`src/rtl/ctrl_pkg.sv`:
```
// Shared definitions for the memory port arbiter: FSM encoding and the
// RV32 func3 size codes that travel with each memory request.
package ctrl_pkg;

    typedef enum logic [1:0] {
        IDLE   = 2'd0,
        BUSY_I = 2'd1,
        BUSY_D = 2'd2,
        DROP_I = 2'd3
    } arb_state_t;

    localparam logic [2:0] SZ_B  = 3'b000;
    localparam logic [2:0] SZ_H  = 3'b001;
    localparam logic [2:0] SZ_W  = 3'b010;
    localparam logic [2:0] SZ_BU = 3'b100;
    localparam logic [2:0] SZ_HU = 3'b101;

    // Starvation limit range is 1..15, so four bits always hold it.
    localparam int STARVE_W = 4;

endpackage

```
`src/rtl/arb_starve_cnt.sv`:
```
// Saturating count of data grants made while a fetch was waiting.
// at_limit tells the arbiter to hand the next slot to fetch.
module arb_starve_cnt
    import ctrl_pkg::*;
#(
    parameter int LIMIT = 4
) (
    input  logic clk,
    input  logic rst,
    input  logic inc,
    input  logic clr,
    output logic at_limit
);

    localparam logic [STARVE_W-1:0] LIMIT_V = STARVE_W'(LIMIT);

    logic [STARVE_W-1:0] count;

    // Increment wins over clear; the count saturates at the limit.
    always_ff @(posedge clk) begin
        if (rst) begin
            count <= '0;
        end else if (inc) begin
            if (count != LIMIT_V)
                count <= count + STARVE_W'(1);
        end else if (clr) begin
            count <= '0;
        end
    end

    assign at_limit = (count == LIMIT_V);

endmodule

```
`src/rtl/mem_port_arbiter.sv`:
```
// Arbitrates one unified memory port between instruction fetch and data
// access. Data has priority, with a starvation guard for fetch; flushed
// fetches are completed on the memory side and their response dropped.
// Optional watchdog: define ARB_TIMEOUT_EN to abort transactions whose
// mem_ack does not arrive within TIMEOUT cycles (mem_err pulses).
module mem_port_arbiter
    import ctrl_pkg::*;
#(
    parameter int AWIDTH       = 32,
    parameter int DWIDTH       = 32,
    parameter int STARVE_LIMIT = 4,
    parameter int TIMEOUT      = 64
) (
    input  logic              clk,
    input  logic              rst,
    input  logic              i_req,
    input  logic [AWIDTH-1:0] i_addr,
    input  logic              i_flush,
    output logic              i_ack,
    output logic [DWIDTH-1:0] i_rdata,
    input  logic              d_req,
    input  logic              d_we,
    input  logic [2:0]        d_size,
    input  logic [AWIDTH-1:0] d_addr,
    input  logic [DWIDTH-1:0] d_wdata,
    output logic              d_ack,
    output logic [DWIDTH-1:0] d_rdata,
    output logic              stall_f,
    output logic              stall_m,
    output logic              mem_req,
    output logic              mem_we,
    output logic [2:0]        mem_size,
    output logic [AWIDTH-1:0] mem_addr,
    output logic [DWIDTH-1:0] mem_wdata,
    input  logic              mem_ack,
    input  logic [DWIDTH-1:0] mem_rdata,
    output logic              mem_err
);

    arb_state_t state, state_next;

    logic grant_d;
    logic grant_i;
    logic starve_inc;
    logic starve_clr;
    logic at_limit;
    logic timeout;
    logic done;

    arb_starve_cnt #(
        .LIMIT (STARVE_LIMIT)
    ) u_starve (
        .clk      (clk),
        .rst      (rst),
        .inc      (starve_inc),
        .clr      (starve_clr),
        .at_limit (at_limit)
    );

`ifdef ARB_TIMEOUT_EN
    localparam int WAIT_W = $clog2(TIMEOUT + 1);

    logic [WAIT_W-1:0] wait_cnt;

    // Count cycles spent waiting on the memory; restarts every transaction.
    always_ff @(posedge clk) begin
        if (rst || state == IDLE)
            wait_cnt <= '0;
        else
            wait_cnt <= wait_cnt + WAIT_W'(1);
    end

    assign timeout = (state != IDLE) && !mem_ack &&
                     (wait_cnt == WAIT_W'(TIMEOUT - 1));
`else
    // Without the watchdog a transaction waits for mem_ack forever; the
    // comparison keeps TIMEOUT referenced and always evaluates to 0.
    assign timeout = (TIMEOUT < 0);
`endif

    assign done = mem_ack || timeout;

    // State register.
    always_ff @(posedge clk) begin
        if (rst)
            state <= IDLE;
        else
            state <= state_next;
    end

    // Arbitration, completion, flush handling and starvation bookkeeping.
    always_comb begin
        state_next = state;
        grant_d    = 1'b0;
        grant_i    = 1'b0;
        starve_inc = 1'b0;
        starve_clr = 1'b0;
        d_ack      = 1'b0;
        i_ack      = 1'b0;
        case (state)
            IDLE: begin
                if (!i_req)
                    starve_clr = 1'b1;
                if (d_req && !(i_req && at_limit)) begin
                    grant_d    = 1'b1;
                    starve_inc = i_req;
                    state_next = BUSY_D;
                end else if (i_req && !i_flush) begin
                    grant_i    = 1'b1;
                    starve_clr = 1'b1;
                    state_next = BUSY_I;
                end
            end
            BUSY_D: begin
                if (done) begin
                    d_ack      = 1'b1;
                    state_next = IDLE;
                end
            end
            BUSY_I: begin
                if (done) begin
                    i_ack      = !i_flush;
                    state_next = IDLE;
                end else if (i_flush) begin
                    state_next = DROP_I;
                end
            end
            DROP_I: begin
                if (done)
                    state_next = IDLE;
            end
            default: state_next = IDLE;
        endcase
        if (rst) begin
            d_ack = 1'b0;
            i_ack = 1'b0;
        end
    end

    // Registered memory request: loaded on a grant, released on completion.
    always_ff @(posedge clk) begin
        if (rst) begin
            mem_req   <= 1'b0;
            mem_we    <= 1'b0;
            mem_size  <= 3'b000;
            mem_addr  <= '0;
            mem_wdata <= '0;
        end else if (grant_d) begin
            mem_req   <= 1'b1;
            mem_we    <= d_we;
            mem_size  <= d_size;
            mem_addr  <= d_addr;
            mem_wdata <= d_wdata;
        end else if (grant_i) begin
            mem_req   <= 1'b1;
            mem_we    <= 1'b0;
            mem_size  <= SZ_W;
            mem_addr  <= i_addr;
        end else if (state != IDLE && done) begin
            mem_req   <= 1'b0;
        end
    end

    assign d_rdata = timeout ? '0 : mem_rdata;
    assign i_rdata = timeout ? '0 : mem_rdata;
    assign mem_err = timeout && !rst;

    assign stall_m = d_req && !d_ack;
    assign stall_f = (i_req && !i_ack) || stall_m;

endmodule

```
`config.mk`:
```
export PLATFORM = sky130hd
export DESIGN_NAME = mem_port_arbiter
export DESIGN_NICKNAME = d
export VERILOG_FILES = /design/src/rtl/ctrl_pkg.sv /design/src/rtl/arb_starve_cnt.sv /design/src/rtl/mem_port_arbiter.sv
export SDC_FILE = /design/constraint.sdc
export NUM_CORES = 1
export LEC_CHECK = 0
export CAP_MARGIN = 25
export CORE_UTILIZATION = 29
export DETAILED_ROUTE_END_ITERATION = 8
export GPL_TIMING_DRIVEN = 1
export PLACE_DENSITY = 0.75
export SLEW_MARGIN = 10
export SYNTH_ARGS = -nofsm -noshare
export SYNTH_HDL_FRONTEND = slang
export SYNTH_SLANG_ARGS = --single-unit
export TNS_END_PERCENT = 50
```
`constraint.sdc`:
```
create_clock -name clk -period 1.9 [get_ports clk]
set_input_delay 0.285 -clock clk [delete_from_list [all_inputs] [get_ports clk]]
set_output_delay 0.285 -clock clk [all_outputs]
set_load 0.02 [all_outputs]
```
# ---- Word level (Yosys, flattened, before mapping)
# Index checks and enable logic that the tools add are counted.
dict set report op_classes {
  n_addsub 1
  n_eq_ne 9
  n_mux 35
  n_reduce_logical 19
}
# cell count
set ops {}
lappend ops {{two-way mux 32 bit} 2}
lappend ops {{two-way mux 1 bit} 22}
lappend ops {{two-way mux 4 bit} 3}
lappend ops {{two-way mux 2 bit} 5}
lappend ops {{logical AND 1 bit} 6}
lappend ops {{two-way mux 3 bit} 2}
lappend ops {{inequality test 3 bit, second input constant} 2}
lappend ops {{one-hot mux 2 bit (3 select lines)} 1}
lappend ops {{nonzero test 2 bit} 3}
lappend ops {{adder 4 x 1 -> 4 bit, second input constant} 1}
lappend ops {{== test 2 bit, second input constant} 2}
lappend ops {{== test 4 x 3 -> 1 bit, second input constant} 1}
lappend ops {{logical NOT 1 bit} 4}
lappend ops {{inequality test 2 x 1 -> 1 bit, second input constant} 2}
lappend ops {{inequality test 4 x 3 -> 1 bit, second input constant} 1}
lappend ops {{AND reduction 3 bit} 1}
lappend ops {{nonzero test 3 bit} 1}
lappend ops {{== test 2 x 1 -> 1 bit, second input constant} 1}
lappend ops {{logical NOT 2 bit} 1}
lappend ops {{AND reduction 2 bit} 1}
lappend ops {{OR reduction 2 bit} 1}
lappend ops {{logical OR 1 bit} 1}
dict set report totals {
  ff_bits 75
}

# ---- Depth between registers and ports, before layout
# Gate-level depths: netlist of the first run.
dict set report logic_depth {
  depth_word 8
  mapped_depth 7
  depth_no_buf 5
}

# ---- Hierarchy
# From an unflattened synthesis of the first run, not the netlist that was laid out.
dict set report unflattened {
  cells_unflattened 440
  hier_area_um2 4036.4
}
# mod instances cells_per_inst area_each_um2 seq_area_each_um2
set modules_own_cells {}
lappend modules_own_cells {mem_port_arbiter 1 411 3778.6 1421.4}
lappend modules_own_cells {arb_starve_cnt 1 29 257.7 80.1}

# ---- Worst setup path before layout of the first run
# OpenSTA, ideal clock, no wires.
dict set report synth_path {
  path_type {input port to output port}
  startpoint {input port rst}
  endpoint {output port stall_f}
  t_arrival_ps 1869
  slack_ps -254
  path_stages 4
  path_buffers 1
  cell_sequence {clkbuf_1 nor4bb_1 nor2b_1 o21bai_1}
}
dict set report synth_between {
  elab_chain_cells 4
  elab_cells_between_ends 7
}
# item line
set synth_lines {}
lappend synth_lines {{start, declared} mem_port_arbiter.sv:15} ;# input logic rst,
lappend synth_lines {{two-way mux 1 bit} mem_port_arbiter.sv:134} ;# if (rst) begin
lappend synth_lines {{named net d_ack} mem_port_arbiter.sv:26} ;# output logic d_ack,
lappend synth_lines {{logical NOT 1 bit} mem_port_arbiter.sv:168} ;# assign stall_m = d_req && !d_ack;
lappend synth_lines {{logical AND 1 bit} mem_port_arbiter.sv:168}
lappend synth_lines {{named net stall_m} mem_port_arbiter.sv:29} ;# output logic stall_m,
lappend synth_lines {{logical OR 1 bit} mem_port_arbiter.sv:169} ;# assign stall_f = (i_req && !i_ack) || stall_m;
lappend synth_lines {{end, declared} mem_port_arbiter.sv:28} ;# output logic stall_f,
# The timed path passes the listed nets, and every way through them passes these cells.

# ---- Final worst setup path of the first run
dict set report layout_path {
  startpoint {input port i_flush}
  endpoint {register mem_addr[26]}
}
dict set report layout_between {
  elab_chain_cells 6
}
# item line
set layout_lines {}
lappend layout_lines {{start, declared} mem_port_arbiter.sv:18} ;# input logic i_flush,
lappend layout_lines {{logical NOT 1 bit} mem_port_arbiter.sv:108} ;# end else if (i_req && !i_flush) begin
lappend layout_lines {{logical AND 1 bit} mem_port_arbiter.sv:108}
lappend layout_lines {{two-way mux 1 bit} mem_port_arbiter.sv:108}
lappend layout_lines {{two-way mux 1 bit} mem_port_arbiter.sv:104} ;# if (d_req && !(i_req && at_limit)) begin
lappend layout_lines {{two-way mux 1 bit} mem_port_arbiter.sv:100} ;# case (state)
lappend layout_lines {{nonzero test 2 bit (no source line)} -}
lappend layout_lines {{end signal, assigned} mem_port_arbiter.sv:152} ;# mem_addr <= d_addr;
lappend layout_lines {{end signal, assigned} mem_port_arbiter.sv:158} ;# mem_addr <= i_addr;
lappend layout_lines {{end, declared} mem_port_arbiter.sv:33} ;# output logic [AWIDTH-1:0] mem_addr,
# Every way passes these cells.
# A chain may end at the register's enable or synchronous reset.

==> results of run 1 <==
per-stage QoR:
step	hold slack [ps]	total power (µW)	cells
after global routing	188	5130	751
after detailed placement	454	2980	735
after CTS	180	4980	751
final	186	4910	751
after global placement	447	2950	735
after floorplan	433	2550	462
cells by family (layout without fill, tap and decap cells):
| family | count (synthesis) | in the layout | synth area share |
|---|---|---|---|
| buf+inv | 146 | 259 | 0.204 |
| simple gates | 89 | 89 | 0.121 |
| fa+ha+maj | 2 | 2 | 0.00623 |
| flops | 75 | 75 | 0.374 |
| mux | 1 | 1 | 0.00280 |
| compound gates | 148 | 148 | 0.291 |
| other cells | 1 | 1 | 0.000933 |
area by class of cell:
class / instances / area (µm²)
sequential: 75 / 1510
clock buffer: 12 / 246
multi-input combinational: 241 / 1730
tap: 176 / 220
clock inverter: 4 / 97.6
inverter: 36 / 135
fill: 1286 / 7400
timing repair buffer: 207 / 2070
placed cells by master (no fill, tap or decap), types with 2 or more instances in the layout:
| master | instances |
|---|---|
| nor3_1 | 34 |
| ha_1 | 2 |
| a221o_1 | 2 |
| o211ai_1 | 3 |
| o21ai_0 | 31 |
| nand2b_1 | 3 |
| clkbuf_16 | 9 |
| clkbuf_1 | 2 |
| o21ai_1 | 2 |
| nor2b_1 | 3 |
| bufinv_16 | 3 |
| buf_12 | 7 |
| a21oi_1 | 38 |
| a2111oi_0 | 2 |
| clkdlybuf4s50_1 | 173 |
| dfxtp_1 | 73 |
| buf_4 | 26 |
| nand3_1 | 35 |
| a2111oi_2 | 29 |
| nor2_1 | 2 |
| a211oi_1 | 35 |
| inv_1 | 36 |
metal layers:
metal | vias to the layer above | part of all wire | wire [µm] | global-route usage
met5 | - | 0 | 0 | 0
met4 | 0 | 0.027 | 340 | 0.0844
met3 | 31 | 0.065 | 835 | 0.0461
met2 | 140 | 0.50 | 6400 | 0.306
met1 | 1861 | 0.41 | 5220 | 0.198
li1 | 1815 | - | - | -
path summary, 6_finish.rpt:
check | startpoint | to | cells past startpoint
worst min register to register | mem_req$_SDFFE_PP0P_ | mem_req$_SDFFE_PP0P_ | 2
worst max register to register | state[1]$_SDFFE_PP0P_ | mem_addr[26]$_SDFFE_PP0P_ | 4
worst max-delay path | i_flush | mem_addr[26]$_SDFFE_PP0P_ | 5
worst min-delay path | rst | state[0]$_SDFFE_PP0P_ | 2
repair_timing:
| action | 4_1_cts | 5_1_grt |
|---|---|---|
| pin swaps | 0 | 1 |
| setup endpoints to repair | 3 | 5 |
| hold buffers | 0 | 0 |
| gates resized for setup | 9 | 9 |
state kept, by name, summed over array words and instances (netlist names):
signal and count:
mem_addr 32, mem_req 1, mem_size 3, mem_wdata 32, mem_we 1, state 2
u_starve.count 4
power breakdown:
part	internal (µW)	leakage [µW]	total, µW	switching [µW]
clock	1320	0.000163	1970	649
sequential	1710	0.000620	1780	71.4
combinational	612	0.00132	1170	553
total	3640	0.00210	4910	1270
critical path, stage by stage:
cell and delay, ps:
clkdlybuf4s50_1 480, or4b_1 520, buf_4 290, a211oi_1 350, a2111oi_2 90
==> metrics.md, run 1 <==
| Metric | Value |
|---|---|
| Run status | `complete, no violations` |
| Worst-path fanout max | `35` |
| EDFF count, synth | `0` |
| Mapped cell area | `~4000 µm²` |
| Cell taking the most area after synthesis | `dfxtp_1` |
| Pins over their slew limit | `0` |
| Pre-CTS setup slack | `-347 ps` |
| Max-slew headroom | `0.444` |
| Top cell type's share of synthesized area | `0.374` |
| ANT nets after route | `0` |
| CTS max path bufs | `2` |
| Core ar. | `approximately 13000 µm²` |
| Drt first pass iters | `5` |
| Final Util | `0.448` |
| Root buffer cell | `clkbuf_16` |
| CTS tree | `yes` |
| YS warnings | `0` |
| Final WL | `around 13000 µm` |
| Placed cell areas | `between 5000 and 6000 µm²` |
| MaxCap Viol Count | `0` |
| GP Congestion | `0.809` |
| Nets | `between 700 and 800` |
| Total power divided by cell area | `roughly 820 nW/µm²` |
| Vias in the first global route | `3908` |
| Worst skew pair latency | `330 ps` |
| Mapped Nets | `602` |
| Worst IR Drop VDD | `between 0.3 and 0.4 mV` |
| Std cell rows | `42` |
| Design Area, Final | `approximately 6000 µm²` |
| DR WL/cell | `17.0 µm` |
| Mapped Cells | `around 460` |
| Avg Cell Area, Syn | `8.70 µm²` |
| # IOs | `around 280` |
| Initial antenna violation count | `0` |
| First-pass GRT wire length | `roughly 20000 µm` |
| Minimum clock period | `about 1800 ps` |
| Static Leak | `between 0.002 and 0.0025 µW` |
| Setup bufs post-CTS | `0` |
| Worst Clk Skew | `between 7 and 8 ps` |
| Count of buffers from port buffering | `around 180` |
| Initial Util | `0.300` |
| Drt drc | `0` |
| Post-DP HPWL | `a little over 9000 µm` |
| DIE HEIGHT | `120 µm` |
| Most frequent cell after synthesis | `dfxtp_1` |
| Die ar. | `approximately 14000 µm²` |
| Total grt overflow | `0` |
| Worst Setup Start Kind | `input port` |
| # setup viols final | `0` |
| Clk slew on worst S/H paths | `about 60 ps` |
| Critical Path AT | `2030 ps` |
| Hold WC Path Type | `input port to flip-flop` |
| Die Wd | `about 120 µm` |
| Crit. End Element | `flip-flop` |
| # clock sinks | `75` |
| Worst-Margin Slew | `833 ps` |
| Yosys reg bits | `75` |
| Post-route setup TNS | `0 ps` |
| Tot GR Track Use | `0.175` |
| Setup WS post-layout | `50.6 ps` |
| Layout cell share with drive strength beyond 1 | `0.148` |
| Async SR Flop Fraction | `0` |
| Most used DFF post-synth | `dfxtp_1` |
| Area grow syn2layout | `49.5%` |
| Reg2Reg Setup Slack | `80 ps` |
| Final hold vios | `0` |
| Fmax | `541 MHz` |
| Synth cell types | `39` |
| Via/cell ratio | `slightly above 5` |
| Final period util | `0.973` |
| N_diodes | `0` |
| Worst EP required | `about 2100 ps` |
| Synth top area cells | `dfxtp_1, buf_4, a2111oi_2` |
| Largest net degree at the start of global routing | `60` |
| Iteration-0 DRC Markers | `around 180` |
| Sequential element share of the synthesized area | `0.374` |
| Commonest cells post-synth | `dfxtp_1, buf_4, a21oi_1` |
| Num CTS Buffers | `9` |
| Setup CP Type | `input port to flip-flop` |
| CTS H-tree depth | `3` |
| RSZ-0062 raised after global routing | `no` |
| Detailed-route via count | `a little under 4000` |
Power figures use the tool's default switching activity.
==> inputs of run 2 (changes only) <==
clock period = 2.4 ns   (was 1.9 ns; I/O delays follow)
==> run 2 against run 1 <==
Hold slack improved by 270 ps; setup slack improved by 130 ps; via count fell by 1.9%; power down 22%; sequential power decreased by 21%; global-route usage shrank 0.69 points; critical path depth is 1 higher; non-clock buffer count fell by 10; design area decreased by 2.4%.
==> metrics.md, run 2 (same netlist as run 1, synthesis figures left out) <==
| Metric | Value |
|---|---|
| MaxCap Viol Count | `0 (unchanged)` |
| Commonest non-fill, non-tap cell in the layout | `clkdlybuf4s50_1` |
| Hold slack | `460 ps (+273 ps)` |
| CP bufs+invs | `3 (+1)` |
| Final Util | `0.437 (-0.0108)` |
| # IOs | `276 (unchanged)` |
| Worst path cell trace | `clkdlybuf4s50_1 > nor4bb_1 > buf_4 > nor2b_1 > o21bai_1 > dlygate4sd2_1` |
| Placed cell areas | `5520 µm² (-2.3%)` |
| Drt first pass iters | `4 (-1)` |
| Crit path largest cell delay | `520 ps (about the same)` |
| Detailed-route via count | `3772 (-1.9%)` |
| Pins over their slew limit | `0 (unchanged)` |
| # fillers | `1307 (+1.6%)` |
| Nets | `700 (-1.4%)` |
| ANT nets after route | `0 (unchanged)` |
| Area grow syn2layout | `45.8%` |
| Run status | `complete, no violations` |
| DIE HEIGHT | `120 µm (unchanged)` |
| Die Wd | `120 µm (unchanged)` |
| RSZ-0062 raised after global routing | `no` |
| Commonest cells after routing, fill and taps aside | `clkdlybuf4s50_1, dfxtp_1, a21oi_1` |
| Layout cell share with drive strength beyond 1 | `0.126 (-0.0222)` |
| Total grt overflow | `0 (unchanged)` |
| Minimum clock period | `roughly 2200 ps` |
| Worst skew pair latency | `340 ps (about the same)` |
| CP max-delay cell | `clkdlybuf4s50_1` |
| CTS max path bufs | `2 (unchanged)` |
| CTS H-tree depth | `3 (unchanged)` |
| First-pass GRT wire length | `19100 µm (-3.0%)` |
| Count of buffers from port buffering | `178 (unchanged)` |
| Worst-Margin Slew | `947 ps (+114 ps)` |
| Crit. End Element | `primary output` |
| Worst IR Drop VDD | `0.275 mV (-23%)` |
| Worst path top cell family by delay | `buffers and inverters` |
| Die ar. | `14300 µm² (unchanged)` |
| Largest regs | `mem_addr: 32 flops, mem_wdata: 32 flops, u_starve.count: 4 flops` |
| Static Leak | `0.00203 µW (-3.3%)` |
| Final hold vios | `0 (unchanged)` |
| GP Congestion | `0.780 (-3.6%)` |
| Via/cell ratio | `5.08 (-0.76%)` |
| CTS tree | `yes` |
| # clock sinks | `75 (unchanged)` |
| Root buffer cell | `clkbuf_16` |
| Initial Util | `0.300 (unchanged)` |
| Core ar. | `13400 µm² (unchanged)` |
| Fmax | `~450 MHz` |
| Largest net degree at the start of global routing | `74 (+23%)` |
| Post-DP HPWL | `8610 µm (-6.0%)` |
| Worst Clk Skew | `7.73 ps (+0.302 ps)` |
| Vias in the first global route | `3824 (-2.1%)` |
| Design Area, Final | `5860 µm² (-2.4%)` |
| Final period util | `0.923` |
| Worst Setup Start Kind | `input port` |
| Initial antenna violation count | `2 (+2)` |
| Num CTS Buffers | `9 (unchanged)` |
| Final WL | `12300 µm (-4.1%)` |
| Setup CP Type | `input port to primary output` |
| Std cell rows | `42 (unchanged)` |
| Iteration-0 DRC Markers | `191 (+6.7%)` |
| Tot GR Track Use | `0.169 (-0.00688)` |
| DR WL/cell | `16.5 µm (-3.0%)` |
| Critical Path AT | `1860 ps (-170 ps)` |
| Max-slew headroom | `0.369 (-0.0757)` |
| Total power divided by cell area | `656 nW/µm² (-20%)` |
| Drt drc | `0 (unchanged)` |
| Clk slew on worst S/H paths | `60 ps (about the same)` |
| Worst EP required | `2040 ps (-40 ps)` |
| Worst-path fanout max | `5 (-86%)` |
| # setup viols final | `0 (unchanged)` |
| Hold WC Path Type | `flip-flop to flip-flop` |
-- run 2: cell count changes in the layout (fill, tap and decap cells not counted), sizes merged --
cell,before,now
buf,34,22
bufinv,3,2
clkbuf,12,13
clkdlybuf4s50,173,174
diode,0,1
dlygate4sd2,0,1
-- run 2: layout make-up --
| class | instances | area, µm² | area share |
|---|---|---|---|
| Inverter | 36 | 135 | 0.0231 |
| Clock inverter | 3 | 67.6 | 0.0115 |
| Antenna cell | 1 | 2.50 | 0.000427 |
| Multi-Input combinational cell | 241 | 1700 | 0.290 |
| Clock buffer | 13 | 280 | 0.0478 |
| Timing Repair Buffer | 197 | 1950 | 0.333 |
| Sequential cell | 75 | 1500 | 0.256 |
| Tap cell | 176 | 220 | 0.0376 |
-- run 2: worst min-delay path, cell delays in order (launching register included) --
cell     delay [ps]
dfxtp_1         310
nand2_1          50
a21oi_1          50
-- run 2: repair_timing --
action,CTS,global route
hold buffers,0,0
gates resized for setup,3,0
hold endpoints to repair,0,0
endpoints found under the setup margin,3,0
setup buffers,0,0
-- run 2: final timing paths --
path                                   end                            from  slack [ps]  cells after the start
setup / recovery                   stall_f                         mem_ack         180                      6
hold / removal        mem_req$_SDFFE_PP0P_            mem_req$_SDFFE_PP0P_         460                      2
setup reg to reg  mem_size[1]$_SDFFE_PP0P_  u_starve.count[0]$_SDFFE_PP0P_         450                      6
hold reg to reg       mem_req$_SDFFE_PP0P_            mem_req$_SDFFE_PP0P_         460                      2
-- run 2: layer usage --
metal | GRT usage | routed length (µm) | share of wire
met1 | 0.190 | 5030 | 0.41
met2 | 0.290 | 6120 | 0.50
met3 | 0.0513 | 812 | 0.066
met4 | 0.0766 | 291 | 0.024
met5 | 0 | 13 | 0.0011
-- run 2: through the flow --
step | setup TNS (ps) | worst slack [ps] | total power, µW | std cells
2_1_floorplan | 0 | 95.9 | 2020 | 462
3_3_place_gp | -122 | -61.0 | 2300 | 725
3_5_place_dp | -83.0 | -42.1 | 2320 | 725
4_1_cts | 0 | 176 | 3880 | 741
5_1_grt | 0 | 47.8 | 4000 | 742
6_report | 0 | 184 | 3850 | 742
-- run 2: where the power goes --
group	internal [µW]	switching, µW
combinational	461	429
sequential	1350	56.6
clock	1020	526
